## src/rtl/ss_pkg.sv

```systemverilog
// ss_pkg: shared constants and types for the seven-segment scan controller.
//   NUM_DIGITS  - digit positions on the display
//   SEG_BLANK   - all segments off (active-low)
//   AN_OFF      - all anodes off (active-low)
//   SEG_0..9    - active-low segment codes, bit 0 = a ... bit 6 = g
//   phase_e     - dwell phase: BLANK (ghosting guard) or SHOW
package ss_pkg;

    localparam int unsigned NUM_DIGITS = 4;

    localparam logic [6:0] SEG_BLANK = 7'b1111111;
    localparam logic [3:0] AN_OFF    = 4'b1111;

    localparam logic [6:0] SEG_0 = 7'b1000000;
    localparam logic [6:0] SEG_1 = 7'b1111001;
    localparam logic [6:0] SEG_2 = 7'b0100100;
    localparam logic [6:0] SEG_3 = 7'b0110000;
    localparam logic [6:0] SEG_4 = 7'b0011001;
    localparam logic [6:0] SEG_5 = 7'b0010010;
    localparam logic [6:0] SEG_6 = 7'b0000010;
    localparam logic [6:0] SEG_7 = 7'b1111000;
    localparam logic [6:0] SEG_8 = 7'b0000000;
    localparam logic [6:0] SEG_9 = 7'b0010000;

    typedef enum logic {BLANK, SHOW} phase_e;

endpackage

```

## src/rtl/ss_bcd_dec.sv

```systemverilog
// ss_bcd_dec: combinational BCD nibble to active-low seven-segment decoder.
//   bcd  in  4  BCD digit; codes 10-15 decode to blank
//   seg  out 7  active-low segments, seg[0]=a ... seg[6]=g
module ss_bcd_dec
    import ss_pkg::*;
(
    input  logic [3:0] bcd,
    output logic [6:0] seg
);

    always_comb begin
        seg = SEG_BLANK;
        case (bcd)
            4'd0:    seg = SEG_0;
            4'd1:    seg = SEG_1;
            4'd2:    seg = SEG_2;
            4'd3:    seg = SEG_3;
            4'd4:    seg = SEG_4;
            4'd5:    seg = SEG_5;
            4'd6:    seg = SEG_6;
            4'd7:    seg = SEG_7;
            4'd8:    seg = SEG_8;
            4'd9:    seg = SEG_9;
            default: seg = SEG_BLANK;
        endcase
    end

endmodule

```

## src/rtl/ss_scan_ctrl.sv

```systemverilog
// ss_scan_ctrl: time-multiplexed scan controller for a 4-digit common-anode
// seven-segment display. One shared BCD decoder; new values are accepted via a
// load strobe and only take effect at a frame boundary so digits never tear.
//   clk    in  1   system clock
//   rst    in  1   asynchronous active-high reset
//   load   in  1   single-cycle strobe, capture din
//   din    in  16  four BCD nibbles, din[3:0] = digit 0 (rightmost)
//   ack    out 1   pulse: a captured value became the displayed value
//   frame  out 1   pulse in the first cycle of each frame (not after reset)
//   seg    out 7   active-low segments
//   an     out 4   active-low anodes
// Build option: define SS_LZB_EN for leading-zero blanking (digits 3..1 dark
// when they and every higher nibble are zero; anode timing unchanged).
module ss_scan_ctrl
    import ss_pkg::*;
#(
    parameter int unsigned CLK_HZ   = 100_000_000,
    parameter int unsigned DIGIT_HZ = 1000,
    parameter int unsigned GUARD    = 2
) (
    input  logic        clk,
    input  logic        rst,
    input  logic        load,
    input  logic [15:0] din,
    output logic        ack,
    output logic        frame,
    output logic [6:0]  seg,
    output logic [3:0]  an
);

    localparam int unsigned DWELL = CLK_HZ / DIGIT_HZ;
    localparam int unsigned CNT_W = (DWELL > 1) ? $clog2(DWELL) : 1;
    localparam int unsigned IDX_W = $clog2(NUM_DIGITS);

    localparam logic [CNT_W-1:0] CNT_LAST  = CNT_W'(DWELL - 1);
    localparam logic [CNT_W-1:0] CNT_GUARD = CNT_W'(GUARD);
    localparam logic [IDX_W-1:0] IDX_LAST  = IDX_W'(NUM_DIGITS - 1);

    if (DWELL <= GUARD + 1) begin : g_cfg_err
        $error("ss_scan_ctrl: DWELL (CLK_HZ/DIGIT_HZ) must exceed GUARD+1");
    end

    logic [CNT_W-1:0] cnt_q, cnt_d;
    logic [IDX_W-1:0] idx_q, idx_d;
    logic [15:0]      active_q, active_d;
    logic [15:0]      pending_q, pending_d;
    logic             pend_v_q, pend_v_d;
    logic             ack_d, frame_d;
    logic [6:0]       seg_d;
    logic [3:0]       an_d;
    logic             boundary;
    phase_e           phase_d;
    logic [3:0]       nib_d;
    logic [6:0]       dec_seg;
    logic             lzb_blank;

    // Scan sequencing and value hand-off.
    always_comb begin
        cnt_d     = cnt_q + 1'b1;
        idx_d     = idx_q;
        boundary  = 1'b0;
        active_d  = active_q;
        pending_d = pending_q;
        pend_v_d  = pend_v_q;
        ack_d     = 1'b0;

        if (cnt_q == CNT_LAST) begin
            cnt_d    = '0;
            idx_d    = idx_q + 1'b1;
            boundary = (idx_q == IDX_LAST);
        end

        if (boundary) begin
            // A load on the boundary edge wins over any older pending value.
            if (load) begin
                active_d = din;
            end else if (pend_v_q) begin
                active_d = pending_q;
            end
            ack_d    = load | pend_v_q;
            pend_v_d = 1'b0;
        end else if (load) begin
            pending_d = din;
            pend_v_d  = 1'b1;
        end

        frame_d = boundary;
        phase_d = (cnt_d < CNT_GUARD) ? BLANK : SHOW;
        nib_d   = active_d[{idx_d, 2'b00} +: 4];
    end

    ss_bcd_dec u_dec (
        .bcd (nib_d),
        .seg (dec_seg)
    );

`ifdef SS_LZB_EN
    always_comb begin
        lzb_blank = (idx_d != '0);
        for (int i = 0; i < int'(NUM_DIGITS); i++) begin
            if ((IDX_W'(i) >= idx_d) && (active_d[4*i +: 4] != 4'h0)) begin
                lzb_blank = 1'b0;
            end
        end
    end
`else
    assign lzb_blank = 1'b0;
`endif

    // Outputs are registered from the next scan position so an/seg move on
    // the same edge as cnt/idx and never glitch.
    always_comb begin
        an_d  = AN_OFF;
        seg_d = SEG_BLANK;
        if (phase_d == SHOW) begin
            an_d[idx_d] = 1'b0;
            seg_d       = lzb_blank ? SEG_BLANK : dec_seg;
        end
    end

    always_ff @(posedge clk or posedge rst) begin
        if (rst) begin
            cnt_q     <= '0;
            idx_q     <= '0;
            active_q  <= '0;
            pending_q <= '0;
            pend_v_q  <= 1'b0;
            ack       <= 1'b0;
            frame     <= 1'b0;
            seg       <= SEG_BLANK;
            an        <= AN_OFF;
        end else begin
            cnt_q     <= cnt_d;
            idx_q     <= idx_d;
            active_q  <= active_d;
            pending_q <= pending_d;
            pend_v_q  <= pend_v_d;
            ack       <= ack_d;
            frame     <= frame_d;
            seg       <= seg_d;
            an        <= an_d;
        end
    end

endmodule

```

## config.mk

```make
export PLATFORM = sky130hd
export DESIGN_NAME = ss_scan_ctrl
export DESIGN_NICKNAME = d
export VERILOG_FILES = /design/src/rtl/ss_pkg.sv /design/src/rtl/ss_bcd_dec.sv /design/src/rtl/ss_scan_ctrl.sv
export SDC_FILE = /design/constraint.sdc
export NUM_CORES = 1
export LEC_CHECK = 0
export CAP_MARGIN = 20
export CORE_ASPECT_RATIO = 0.6
export CORE_UTILIZATION = 57
export DETAILED_ROUTE_END_ITERATION = 10
export PLACE_DENSITY = 0.85
export SETUP_SLACK_MARGIN = 0.02
export SYNTH_ARGS = -nofsm -noshare
export SYNTH_HDL_FRONTEND = slang
export SYNTH_SLANG_ARGS = --single-unit
```

## constraint.sdc

```tcl
create_clock -name clk -period 4.1 [get_ports clk]
set_input_delay 1.23 -clock clk [delete_from_list [all_inputs] [get_ports clk]]
set_output_delay 1.23 -clock clk [all_outputs]
set_load 0.01 [all_outputs]
```

==> impl_metrics.ini, run 1 <==
[status]
status = complete, no violations

[sta]
worstMarginPinSlew_ns = 0.7531
maxSlewViolCount = 0
setup_viol = 0
fmax_mhz = 280.9
post-route-period-util = 0.8683
hold_viol = 0
tns_ns = 0
timing.final.ws_setup_ns = 0.5402
period_minus_slack_ns = 3.560
rsz0062_at_grt = false
skew_ns = 0.01207
relSlewSlack = 0.4972

[setup_path]
reg2regPathDepth = 13
slowest_stage = nor4_4
cp-end-kind = flop
arrival_ns = 3.80
path_cells = ha_1 -> nand4_1 -> nor4_4 -> buf_4 -> xor2_2 -> nand2b_2 -> o22ai_1 -> a211oi_2 -> inv_1 -> ha_1 -> inv_1 -> nor3_1 -> o311ai_1
worstSetupPathType = reg -> reg
cp_num_buf_inv = 3
cp_top_family = simple AND/OR/NAND/NOR gates
rr_endpoint = seg[4]$_DFF_PP1_
startpoint_type = flop
worstPathRequired_ns = 4.34
critPathMaxStageDelay_ns = 0.53
startpoint = cnt_q[0]$_DFF_PP0_
crit_end = seg[4]$_DFF_PP1_
path_max_fanout = 9
r2r_slack_ns = 0.54
path_depth = 13
r2r-start = cnt_q[0]$_DFF_PP0_

[synthesis]
yosysWarnings = 0
async_flop_share = 1.000
synth_seq_cells = 65
synthFlopType = dfrtp_1
yosys.area.top_type = dfrtp_1
yosysSeqAreaShare = 0.4981
syn_area_um2 = 3293
synth_edf_count = 0
synthCells = 286
synth_top_area_share = 0.4103
avgSynthCellArea_um2 = 11.51
synth_cell_type_count = 51
synth_area_leaders = dfrtp_1 41%, dfstp_2 8.8%, mux2_2 5.5%, a221o_1 4.6%, a32o_1 4.6%
synth_nets = 312

[die]
dieArea_um2 = 6095
die_y_um = 60.88
ios = 32
core.rowCount = 21
initial_core_util = 0.5912
core_um2 = 5570
die_x_um = 100.1

[clocking]
cts_setup_buffers = 0
cts.path.max_buffers = 2
root_buffer = clkbuf_8
numCtsBuffers = 9
htree_levels = 3
clk-insertion-delay-late_ns = 0.36
cts_num_sinks = 65
cts_tree = built
ctsHoldBuffers = 0
clk_pin_slew_ns = 0.07
ctsResizeCount = 0

[grt]
track_usage = 0.2698
grt_max_degree = 37
grt_antenna_before_repair = 0
grt_pass1_wl_um = 12040
overflow = 0
grt_pass1_vias = 2370

[power_and_ir_drop]
vdd_drop_max_mv = 0.2590
p_sw_frac = 0.2166
switchingPower_uw = 283.6
combinationalPowerShare = 0.054
power_density_nw_per_um2 = 333.2
power.share.clock = 0.438
p_leak_uw = 0.001651
p_int_uw = 1026
total_power_uw = 1309
pwr-share-seq = 0.509

[layout]
fillerInstances = 426
final_core_util = 0.7053
drive_gt1_frac = 0.2061
design_area_um2 = 3929
antennaDiodeCount = 0
fin_nets = 351
syn_to_final_growth_pct = 19.30

[place]
dpl.hpwl_um = 5437
port_buffers = 31
dp_slack_ns = 0.2266
placedInstanceArea_um2 = 3721
gp_routability_congestion = 0.8955

[drt]
num_vias = 2506
drtIter0Drc = 227
ant_nets = 0
viasPerCell = 6.112
dr.pass1.iters = 6
drt_wl_total_um = 7528
wl_per_cell_um = 18.36
drcViolationCount = 0

[run]
max_cap_viol_count = 0

[hold_path]
hold_class = reg -> reg
-- stage by stage --
stage          hold slack [ns]  std cells
6_report                0.4983        410
3_3_place_gp            0.4793        394
5_1_grt                 0.5258        410
3_5_place_dp            0.4898        394
2_1_floorplan           0.4690        286
4_1_cts                 0.5020        410
-- placed cells by master, fill, tap and decap left out, drive strengths merged, types with 12 or more instances in the layout --
cell type and count:
clkdlybuf4s50 31, a221o 15, nor2 21, clkbuf 14, dfrtp 54, and2 17, buf 12, a32o 15
mux2 16
-- Yosys cell counts (all sizes together) (5+ instances only) --
cell    count
mux2i       5
nand2      10
nand3       9
inv        11
nor2       21
nor3        6
and2       17
dfrtp      54
mux2       16
xnor2      11
o211ai      5
dfstp      11
ha          7
xor2        8
clkbuf      8
o22ai       7
nor2b       8
buf         7
a221o      15
a32o       15
-- state kept, by name, summed over array words and instances, names as in the netlist --
register / count
pend_v_q: 1
idx_q: 2
active_q: 16
seg: 7
ack: 1
pending_q: 16
an: 4
frame: 1
cnt_q: 17
-- cell type report --
cell class,instances,area [um^2],share of cell area
sequential,65,1640,0.4175
multi-input combinational,195,1539,0.3917
inverter,11,41.29,0.01051
clock inverter,2,35.03,0.008917
clock buffer,14,172.7,0.04395
tap,80,100.1,0.02548
timing repair buffer,43,400.4,0.1019
-- metal layers --
metal | up-vias | part of all wire | global-route usage
li1 | 1142 | - | -
met1 | 1254 | 0.49 | 0.4010
met2 | 100 | 0.42 | 0.3757
met3 | 10 | 0.076 | 0.09217
met4 | 0 | 0.0069 | 0.06832
met5 | - | 0 | 0
-- cells by family (layout without fill, tap and decap cells) --
group,after synthesis,count (layout),share of synthesized area
buffers and inverters,26,70,0.03457
AND/OR/NAND/NOR,95,95,0.1733
XOR/XNOR,19,19,0.05281
AO/OA/AOI/OAI,53,53,0.1448
adder cells (fa/ha/maj),7,7,0.02659
multiplexers,21,21,0.06991
flip-flops,65,65,0.4981
-- power groups by stage --
stage / combinational, uW / sequential (uW) / clock, uW
CTS: 70.8 / 666 / 581
global placement: 67.8 / 676 / 0
finish: 70.1 / 666 / 573
detailed placement: 70.7 / 677 / 0
global route: 76.4 / 667 / 610
floorplan: 38.2 / 674 / 0
-- worst min-delay path by stage --
stage	startpoint	endpoint	slack [ns]	depth (start not counted)
finish	pending_q[2]$_DFFE_PP0P_	pending_q[2]$_DFFE_PP0P_	0.50	1
global route	pending_q[5]$_DFFE_PP0P_	pending_q[5]$_DFFE_PP0P_	0.53	1
CTS	pending_q[2]$_DFFE_PP0P_	pending_q[2]$_DFFE_PP0P_	0.50	1
detailed placement	pending_q[7]$_DFFE_PP0P_	pending_q[7]$_DFFE_PP0P_	0.49	1
global placement	pending_q[2]$_DFFE_PP0P_	pending_q[2]$_DFFE_PP0P_	0.48	1
floorplan	cnt_q[0]$_DFF_PP0_	cnt_q[0]$_DFF_PP0_	0.47	1
(Power assumes the default switching activity.)
==> inputs of run 2 (changes only) <==
CAP_MARGIN = not set   (was 20)
==> results of run 2 <==
No change in the layout: final DEF, timing and power equal those of run 1.
==> inputs of run 3 (changes only) <==
CORE_UTILIZATION = 25   (was 57)
PLACE_DENSITY = 0.46   (was 0.85)
==> impl_metrics.ini, run 3 (same netlist as run 1, synthesis figures left out) <==
[power_and_ir_drop]
total_power_uw = 1443
switchingPower_uw = 307.0
p_sw_frac = 0.2128
combinationalPowerShare = 0.050
pwr-share-seq = 0.462
p_int_uw = 1136
p_leak_uw = 0.001691
power_density_nw_per_um2 = 349.9
power.share.clock = 0.488
vdd_drop_max_mv = 0.1892

[grt]
track_usage = 0.1331
grt_pass1_wl_um = 13610
grt_max_degree = 36
grt_antenna_before_repair = 0
grt_pass1_vias = 2410
overflow = 0

[place]
gp_routability_congestion = 0.8551
port_buffers = 31
dpl.hpwl_um = 5923
dp_slack_ns = -0.2450

[layout]
reg_top3 = cnt_q (17), active_q (16), pending_q (16)
syn_to_final_growth_pct = 25.23
multi_input_area_um2 = 1541
final_common_cell = dfrtp_1
regMostFlops = cnt_q
drive_gt1_frac = 0.2091
mostFrequentLayoutCells = 54 x dfrtp_1, 31 x clkdlybuf4s50_1, 18 x nor2_1, 16 x mux2_2, 16 x and2_1
fin_nets = 351
antennaDiodeCount = 0
largest_reg_flops = 17
fillerInstances = 1275
seq_area_um2 = 1640

[die]
die_x_um = 150.2
die_y_um = 90.90
core_um2 = 12850
initial_core_util = 0.2562
ios = 32
core.rowCount = 32
dieArea_um2 = 13650

[clocking]
numCtsBuffers = 9
htree_levels = 3
cts.path.max_buffers = 2
cts_num_sinks = 65
ctsHoldBuffers = 0
cts_setup_buffers = 0
clk_pin_slew_ns = 0.05
clk-insertion-delay-late_ns = 0.33
cts_tree = built
ctsResizeCount = 0
root_buffer = clkbuf_16

[sta]
setup_viol = 0
worstMarginPinSlew_ns = 0.8110
fmax_mhz = 271.6
post-route-period-util = 0.8980
period_minus_slack_ns = 3.682
rsz0062_at_grt = false
hold_viol = 0
relSlewSlack = 0.4569
skew_ns = 0.004418
maxSlewViolCount = 0
timing.final.ws_setup_ns = 0.4181

[drt]
num_vias = 2395
viasPerCell = 4.790
drcViolationCount = 0
ant_nets = 0
drtIter0Drc = 156
drt_wl_total_um = 8299
dr.pass1.iters = 4
wl_per_cell_um = 16.60

[setup_path]
worstSetupPathType = in -> reg
critPathMaxStageDelay_ns = 0.55
worst_path_most_repeated_cell = inv_1
slowest_stage = nor2b_2
worstPathRequired_ns = 4.33
startpoint_type = primary input
path_cells = clkdlybuf4s50_1 -> nor2b_2 -> and2_1 -> a32o_1 -> a221o_1 -> o22ai_1 -> a211oi_2 -> inv_1 -> ha_1 -> inv_1 -> nor3_1 -> o311ai_1
path_max_fanout = 15
cp-end-kind = flop
arrival_ns = 3.91

[run]
max_cap_viol_count = 0

[hold_path]
hold_class = reg -> reg

[status]
status = complete, no violations
## run 3: cell count changes in the layout (fill, tap and decap cells not counted), sizes merged
| cell | change |
|---|---|
| bufinv | -1 |
| clkbuf | -1 |
| clkinv | +2 |
## run 3: cell type report
cell class                 instances  share of cell area
clock buffer                      13             0.06311
clock inverter                     3            0.003641
inverter                          11             0.01001
multi-input combinational        195              0.3738
sequential                        65              0.3978
tap                              170             0.05158
timing repair buffer              43              0.1001
## run 3: power by group through the flow
stage | Sequential, uW | Clock (uW) | Combinational [uW]
2_1_floorplan | 674 | 0 | 38.2
3_3_place_gp | 677 | 0 | 71.9
3_5_place_dp | 677 | 0 | 73.7
4_1_cts | 666 | 726 | 74.0
5_1_grt | 668 | 757 | 80.0
6_report | 666 | 704 | 72.1
## run 3: worst paths after layout
path | from | end | slack [ns] | cells after the start
hold / removal | pending_q[4]$_DFFE_PP0P_ | pending_q[4]$_DFFE_PP0P_ | 0.50 | 1
setup reg to reg | cnt_q[0]$_DFF_PP0_ | seg[4]$_DFF_PP1_ | 0.53 | 12
min in group asynchronous | rst | ack$_DFF_PP0_ | 1.34 | 2
hold reg to reg | pending_q[4]$_DFFE_PP0P_ | pending_q[4]$_DFFE_PP0P_ | 0.50 | 1
setup / recovery | load | seg[4]$_DFF_PP1_ | 0.42 | 12
max in group asynchronous | rst | seg[0]$_DFF_PP1_ | 2.05 | 3
## run 3: stage by stage
stage	util	cell area [um^2]	TNS, ns	instances	hold slack [ns]
after floorplan	-	3293	0	286	0.4690
final	0.3209	4124	0	500	0.4973
after CTS	0.3207	4121	0	500	0.5013
after global placement	0.2993	3846	-0.1361	484	0.4864
after detailed placement	0.2993	3846	-0.7351	484	0.4893
after global routing	0.3209	4124	0	500	0.5124
## run 3: per-layer routing
metal / track usage / up-vias / wire length, um
li1: - / 1140 / -
met1: 0.2142 / 1176 / 4600
met2: 0.1647 / 72 / 3171
met3: 0.03788 / 7 / 455
met4: 0.03535 / 0 / 72
met5: 0 / - / 0
## run 3: critical path: cells and delay by family
| family | cells | cell delay, ns |
|---|---|---|
| adders and majority gates | 1 | 0.20 |
| buffers and inverters | 3 | 0.66 |
| and+or+nand+nor | 3 | 0.81 |
| AOI/OAI and AO/OA | 5 | 1.00 |
